==> config.mk <==
export PLATFORM = sky130hd
export DESIGN_NAME = screen_sequencer_flat
export DESIGN_NICKNAME = d
export VERILOG_FILES = /design/src/rtl/screen_sequencer_if.sv /design/src/rtl/screen_sequencer.sv /design/src/flat_wrapper.sv
export SDC_FILE = /design/constraint.sdc
export NUM_CORES = 1
export LEC_CHECK = 0
export CAP_MARGIN = 40
export CORE_MARGIN = 2
export CORE_UTILIZATION = 45
export CTS_CLUSTER_DIAMETER = 80
export DETAILED_ROUTE_END_ITERATION = 8
export PLACE_DENSITY_LB_ADDON = 0.3
export SYNTH_ARGS = -nofsm -noshare
export SYNTH_HDL_FRONTEND = slang
export SYNTH_SLANG_ARGS = --single-unit
==> constraint.sdc <==
create_clock -name clk -period 2.9 [get_ports clk]
set_input_delay 0.725 -clock clk [delete_from_list [all_inputs] [get_ports clk]]
set_output_delay 0.725 -clock clk [all_outputs]
set_load 0.1 [all_outputs]
==> src/rtl/screen_sequencer_if.sv <==
// Signal bundle between the screen sequencer and its surroundings: buttons, game
// status, pixel coordinates, renderer colours and the committed display outputs.
interface screen_sequencer_if;
    logic       btn_start;
    logic       btn_pause;
    logic       player_dead;
    logic [9:0] xCoord;
    logic [9:0] yCoord;
    logic [7:0] rgb_start;
    logic [7:0] rgb_game;
    logic [7:0] rgb_over;
    logic [7:0] rgb;
    logic [1:0] screen;
    logic       game_en;
    logic       game_clr;

    modport master (
        output btn_start, btn_pause, player_dead, xCoord, yCoord,
               rgb_start, rgb_game, rgb_over,
        input  rgb, screen, game_en, game_clr
    );

    modport slave (
        input  btn_start, btn_pause, player_dead, xCoord, yCoord,
               rgb_start, rgb_game, rgb_over,
        output rgb, screen, game_en, game_clr
    );
endinterface

==> src/rtl/screen_sequencer.sv <==
// Space Invaders screen controller: button debounce, START/PLAY/PAUSE/OVER
// sequencing committed at vertical blank, and the registered colour mux.
module screen_sequencer #(
    parameter int unsigned DEBOUNCE_CYCLES = 250000,
    parameter int unsigned BLINK_FRAMES    = 30,
    parameter int unsigned OVER_FRAMES     = 180,
    parameter int unsigned H_VIS           = 640,
    parameter int unsigned V_VIS           = 480
) (
    input  logic               clk,
    input  logic               rst_n,
    screen_sequencer_if.slave  bus
);

    localparam int unsigned CW = $clog2(DEBOUNCE_CYCLES);

    typedef enum logic [1:0] {
        S_START = 2'd0,
        S_PLAY  = 2'd1,
        S_PAUSE = 2'd2,
        S_OVER  = 2'd3
    } screen_t;

    // Bit 0 = start button, bit 1 = pause button.
    logic [1:0]    raw;
    logic [1:0]    sync1;
    logic [1:0]    sync2;
    logic [1:0]    stable;
    logic [1:0]    press;
    logic [CW-1:0] dcnt [2];

    assign raw = {bus.btn_pause, bus.btn_start};

    always_ff @(posedge clk or negedge rst_n) begin
        if (!rst_n) begin
            sync1  <= '0;
            sync2  <= '0;
            stable <= '0;
            press  <= '0;
            for (int unsigned i = 0; i < 2; i++) dcnt[i] <= '0;
        end else begin
            sync1 <= raw;
            sync2 <= sync1;
            for (int unsigned i = 0; i < 2; i++) begin
                press[i] <= 1'b0;
                if (sync2[i] == stable[i]) begin
                    dcnt[i] <= '0;
                end else if (dcnt[i] == CW'(DEBOUNCE_CYCLES - 1)) begin
                    stable[i] <= sync2[i];
                    press[i]  <= sync2[i];
                    dcnt[i]   <= '0;
                end else begin
                    dcnt[i] <= dcnt[i] + 1'b1;
                end
            end
        end
    end

    logic [9:0] prev_y;
    logic       tick;

    assign tick = (bus.yCoord == 10'(V_VIS)) && (prev_y != 10'(V_VIS));

    screen_t    screen_q, screen_d;
    screen_t    pend_q, pend_d, pend_c;
    logic [7:0] fcnt_q, fcnt_d;
    logic [7:0] bcnt_q, bcnt_d;
    logic       blink_q, blink_d;
    logic       clr_q, clr_d;
    logic [7:0] rgb_q, rgb_d;

    always_comb begin
        screen_d = screen_q;
        pend_c   = pend_q;
        pend_d   = pend_q;
        fcnt_d   = fcnt_q;
        bcnt_d   = bcnt_q;
        blink_d  = blink_q;
        clr_d    = 1'b0;
        rgb_d    = '0;

        if (tick) begin
            if (screen_q == S_OVER && pend_q == S_OVER && fcnt_q == 8'(OVER_FRAMES - 1)) begin
                screen_d = S_START;
                pend_c   = S_START;
            end else begin
                screen_d = pend_q;
            end
            if (screen_d != screen_q)
                fcnt_d = '0;
            else if (fcnt_q != '1)
                fcnt_d = fcnt_q + 8'd1;
            clr_d = (screen_q == S_START) && (screen_d == S_PLAY);
            if (screen_d == S_PAUSE && screen_q != S_PAUSE) begin
                blink_d = 1'b1;
                bcnt_d  = '0;
            end else if (screen_d == S_PAUSE) begin
                if (bcnt_q == 8'(BLINK_FRAMES - 1)) begin
                    bcnt_d  = '0;
                    blink_d = ~blink_q;
                end else begin
                    bcnt_d = bcnt_q + 8'd1;
                end
            end
        end

        // Events see the post-commit screen; a pending death locks out everything else.
        pend_d = pend_c;
        if (bus.player_dead && screen_d == S_PLAY) begin
            pend_d = S_OVER;
        end else if (!(screen_d == S_PLAY && pend_c == S_OVER)) begin
            case (pend_c)
                S_START: if (press[0]) pend_d = S_PLAY;
                S_PLAY:  if (press[1]) pend_d = S_PAUSE;
                S_PAUSE: if (press[0] || press[1]) pend_d = S_PLAY;
                S_OVER:  if (press[0]) pend_d = S_START;
                default: pend_d = pend_c;
            endcase
        end

        if (bus.xCoord < 10'(H_VIS) && bus.yCoord < 10'(V_VIS)) begin
            case (screen_q)
                S_START: rgb_d = bus.rgb_start;
                S_PLAY:  rgb_d = bus.rgb_game;
                S_PAUSE: rgb_d = blink_q ? bus.rgb_game : 8'h00;
                S_OVER:  rgb_d = bus.rgb_over;
                default: rgb_d = '0;
            endcase
        end
    end

    always_ff @(posedge clk or negedge rst_n) begin
        if (!rst_n) begin
            prev_y   <= '0;
            screen_q <= S_START;
            pend_q   <= S_START;
            fcnt_q   <= '0;
            bcnt_q   <= '0;
            blink_q  <= 1'b1;
            clr_q    <= 1'b0;
            rgb_q    <= '0;
        end else begin
            prev_y   <= bus.yCoord;
            screen_q <= screen_d;
            pend_q   <= pend_d;
            fcnt_q   <= fcnt_d;
            bcnt_q   <= bcnt_d;
            blink_q  <= blink_d;
            clr_q    <= clr_d;
            rgb_q    <= rgb_d;
        end
    end

    assign bus.rgb      = rgb_q;
    assign bus.screen   = screen_q;
    assign bus.game_en  = (screen_q == S_PLAY);
    assign bus.game_clr = clr_q;

endmodule
==> src/flat_wrapper.sv <==
// flat-port wrapper written by rule: the top's interface ports become plain ports
module screen_sequencer_flat 
#(
    parameter int unsigned DEBOUNCE_CYCLES = 250000,
    parameter int unsigned BLINK_FRAMES    = 30,
    parameter int unsigned OVER_FRAMES     = 180,
    parameter int unsigned H_VIS           = 640,
    parameter int unsigned V_VIS           = 480
)
  (clk, rst_n, bus_btn_start, bus_btn_pause, bus_player_dead, bus_xCoord, bus_yCoord, bus_rgb_start, bus_rgb_game, bus_rgb_over, bus_rgb, bus_screen, bus_game_en, bus_game_clr);
  screen_sequencer_if bus_i ();
  input  logic clk;
  input  logic rst_n;
  input wire logic [$bits(bus_i.btn_start)-1:0] bus_btn_start;
  input wire logic [$bits(bus_i.btn_pause)-1:0] bus_btn_pause;
  input wire logic [$bits(bus_i.player_dead)-1:0] bus_player_dead;
  input wire logic [$bits(bus_i.xCoord)-1:0] bus_xCoord;
  input wire logic [$bits(bus_i.yCoord)-1:0] bus_yCoord;
  input wire logic [$bits(bus_i.rgb_start)-1:0] bus_rgb_start;
  input wire logic [$bits(bus_i.rgb_game)-1:0] bus_rgb_game;
  input wire logic [$bits(bus_i.rgb_over)-1:0] bus_rgb_over;
  output wire logic [$bits(bus_i.rgb)-1:0] bus_rgb;
  output wire logic [$bits(bus_i.screen)-1:0] bus_screen;
  output wire logic [$bits(bus_i.game_en)-1:0] bus_game_en;
  output wire logic [$bits(bus_i.game_clr)-1:0] bus_game_clr;
  assign bus_i.btn_start = bus_btn_start;
  assign bus_i.btn_pause = bus_btn_pause;
  assign bus_i.player_dead = bus_player_dead;
  assign bus_i.xCoord = bus_xCoord;
  assign bus_i.yCoord = bus_yCoord;
  assign bus_i.rgb_start = bus_rgb_start;
  assign bus_i.rgb_game = bus_rgb_game;
  assign bus_i.rgb_over = bus_rgb_over;
  assign bus_rgb = bus_i.rgb;
  assign bus_screen = bus_i.screen;
  assign bus_game_en = bus_i.game_en;
  assign bus_game_clr = bus_i.game_clr;
  screen_sequencer #(.DEBOUNCE_CYCLES(DEBOUNCE_CYCLES), .BLINK_FRAMES(BLINK_FRAMES), .OVER_FRAMES(OVER_FRAMES), .H_VIS(H_VIS), .V_VIS(V_VIS)) u_core (.clk(clk), .rst_n(rst_n), .bus(bus_i));
endmodule
==> impl_metrics.py <==
metrics = {
    "run_status": {
        "outcome": "completed",
    },
    "clocking": {
        "cts_resized": 0,
        "clock_path_buffers": 2,
        "post-cts-setup-buffers": 0,
        "clk_pin_slew_ns": 0.09,
        "clock_latency_ns": 0.36,
        "cts_htree_levels": 3,
        "cts_hold_buf": 0,
        "cts_buffers": 9,
        "cts_tree": "yes",
        "clock-sinks": 84,
        "root_buffer": "clkbuf_8",
    },
    "floorplan": {
        "start_util": 0.4643,
        "die_y_um": 99.09,
        "io_pins": 61,
        "dieArea_mm2": 0.009819,
        "fp-row-count": 34,
        "coreArea_mm2": 0.008763,
        "die_w_um": 99.09,
    },
    "place": {
        "hpwl_um": 5799,
        "gp_congestion": 0.8573,
        "placed_cells": 552,
        "numPortBuffers": 53,
    },
    "logic_synthesis": {
        "yosys.area_share.simple": 0.2309,
        "ys_ff_latch": 84,
        "synth_edf_count": 0,
        "yosys.area_share.adder": 0.01538,
        "synth_cell_types": 51,
        "syn_area_per_cell_um2": 10.15,
        "yosysSeqAreaShare": 0.5169,
        "synth_top_family_by_area": "simple AND/OR/NAND/NOR gates",
        "syn_nets": 455,
        "ys_warn_count": 0,
        "synth-xor-area-share": 0.08180,
        "synth_compound_area_frac": 0.1165,
        "async_flop_share": 1.000,
        "syn-cell-area_mm2": 0.004069,
        "synth_cells": 401,
        "synth_mux_area_frac": 0.01322,
        "ys.flop_type": "dfrtp_1",
    },
    "global_routing": {
        "grt_max_degree": 49,
        "grt_pass1_wl_um": 14560,
        "grt_usage": 0.1833,
        "grt_use_met1": 0.2409,
        "globalRoute.busiestLayer": "met2",
        "grt_pass1_vias": 3176,
        "met2_usage": 0.3025,
        "grt_antenna_before_repair": 0,
        "grt.overflow.total": 0,
        "grt.met3_usage": 0.02741,
    },
    "cells_and_area": {
        "diodes": 0,
        "fin_cells": 568,
        "drive_above_1_share": 0.09565,
        "nets": 509,
        "area_growth_pct": 20.08,
    },
    "timing": {
        "rsz0062_at_grt": "false",
        "fin_crit_ns": 2.525,
        "worst_pin_slew_ns": 0.8226,
        "fmax_mhz": 396.0,
        "finalMaxSlewViolations": 0,
        "finalSetupTns_ns": 0,
        "slew_headroom": 0.4516,
        "period_share": 0.8707,
        "finalSetupViolations": 0,
        "fin_skew_ns": 0.008532,
        "hold_viol_final": 0,
    },
    "hold_path": {
        "min_from": "u_core.sync1[1]$_DFF_PN0_",
        "hold_path_class": "reg2reg",
    },
    "setup_path": {
        "worstPathArrival_ns": 2.78,
        "crit_path_start_kind": "input pin",
        "crit_type": "in2reg",
        "cp.required_ns": 3.16,
        "r2r_start": "u_core.bcnt_q[1]$_DFFE_PN0P_",
        "end_kind": "flip-flop",
        "crit_start": "bus_yCoord[1]",
        "worstPathMaxFanout": 7,
    },
    "route": {
        "drtAntennaViolNets": 0,
        "num_vias": 3124,
        "dr.pass1.iters": 4,
        "first_iter_violations": 80,
        "drcViolationCount": 0,
        "detail_route.wl_per_cell_um": 14.66,
        "via_per_inst": 5.500,
        "totalWireLength_um": 8329,
    },
    "power_and_ir_drop": {
        "powerDensity_mw_per_mm2": 474.0,
        "vdd_ir_drop_max_mv": 0.2595,
        "p_leak_nw": 2.011,
    },
    "job": {
        "max_cap_viol_count": 0,
    },
}
state kept, by name, summed over array words and instances (netlist names), 8 cells and up:
signal,flops
u_core.bcnt_q,8
u_core.bus.rgb,8
u_core.dcnt,36
u_core.fcnt_q,8
u_core.prev_y,10
per-layer routing:
| layer | vias up | wire length (um) |
|---|---|---|
| li1 | 1545 | - |
| met1 | 1516 | 3870 |
| met2 | 55 | 3945 |
| met3 | 8 | 378 |
| met4 | 0 | 134 |
| met5 | - | 0 |
area by class of cell:
class                      count  area [um^2]
tap                          108        135.1
inverter                      10        37.54
fill                         777         3877
clock buffer                  11        141.4
clock inverter                 5        61.31
timing repair buffer          58        535.5
multi-input combinational    292         1871
sequential                    84         2105
critical path, cell delays in order:
cell             delay [ns]
clkdlybuf4s50_1        0.45
or4_4                  0.57
nor4_4                 0.17
nand4b_1               0.20
or2_1                  0.37
o41ai_2                0.29
metrics by stage:
step | area [um^2] | utilization | setup WS (ns) | hold WS (ns) | power [mW]
after floorplan | 4078 | - | 0.2601 | 0.3312 | 1.364
after global placement | 4683 | 0.5344 | 0.04606 | 0.3561 | 1.476
after detailed placement | 4683 | 0.5344 | 0.007059 | 0.3403 | 1.481
after CTS | 4886 | 0.5575 | 0.3770 | 0.3596 | 2.342
after global routing | 4886 | 0.5575 | 0.1897 | 0.3607 | 2.410
final | 4886 | 0.5575 | 0.3751 | 0.3550 | 2.316
layout by cell type (no fill, tap or decap), drive strengths merged, types with 6 or more instances in the layout:
cell type      instances
a211oi                16
a21oi                 11
a22oi                  9
and3                   9
buf                   18
clkbuf                11
clkdlybuf4s50         40
dfrtp                 83
inv                   10
nand2                 21
nand3                 26
nand4                 10
nor2                  49
nor2b                 14
nor3                  10
nor4                   9
o21ai                 11
o31ai                  6
xnor2                 18
xor2                  20
cell families after synthesis:
kind of cell,Yosys count
and+or+nand+nor,176
DFF,84
AOI/OAI and AO/OA,68
xor gates and xnor gates,38
buffers and inverters,25
muxes,5
adders and majority gates,5
cell usage after synthesis, types with 2 or more instances:
cell,n,area share
a211oi_1,16,0.030
a21oi_1,11,0.014
a22oi_1,9,0.017
a31oi_1,2,0.0031
a32o_1,2,0.0049
and2_1,2,0.0031
and3_1,9,0.014
and4_1,3,0.0065
and4b_1,2,0.0049
buf_1,2,0.0018
clkbuf_1,11,0.010
dfrtp_1,83,0.51
ha_1,5,0.015
inv_1,10,0.0092
mux2_2,3,0.0083
mux2i_1,2,0.0049
nand2_1,21,0.019
nand2b_1,5,0.0077
nand3_1,26,0.032
nand4_1,10,0.015
nand4b_1,2,0.0043
nor2_1,49,0.045
nor2b_1,14,0.022
nor3_1,10,0.012
nor3b_1,4,0.0074
nor4_1,8,0.012
nor4b_1,2,0.0043
o211ai_1,3,0.0055
o21ai_0,11,0.014
o22a_1,2,0.0043
o31ai_1,6,0.011
xnor2_1,18,0.039
xor2_1,20,0.043
final timing paths:
kind | endpoint | slack, ns | cells after the start
max in group asynchronous | u_core.blink_q$_DFFE_PN1P_ | 1.79 | 2
hold reg to reg | u_core.sync2[1]$_DFF_PN0_ | 0.35 | 0
hold / removal | u_core.sync2[1]$_DFF_PN0_ | 0.35 | 0
setup reg to reg | u_core.blink_q$_DFFE_PN1P_ | 0.68 | 6
setup / recovery | u_core.bcnt_q[5]$_DFFE_PN0P_ | 0.38 | 6
min in group asynchronous | u_core.fcnt_q[7]$_DFFE_PN0P_ | 0.36 | 1
report_power, final:
group	switching, mW	total, mW	internal [mW]
combinational	0.135	0.236	0.101
sequential	0.0234	1.22	1.20
clock	0.437	0.860	0.423
total	0.595	2.32	1.72
Note: power is estimated with default switching activity, not from simulation.
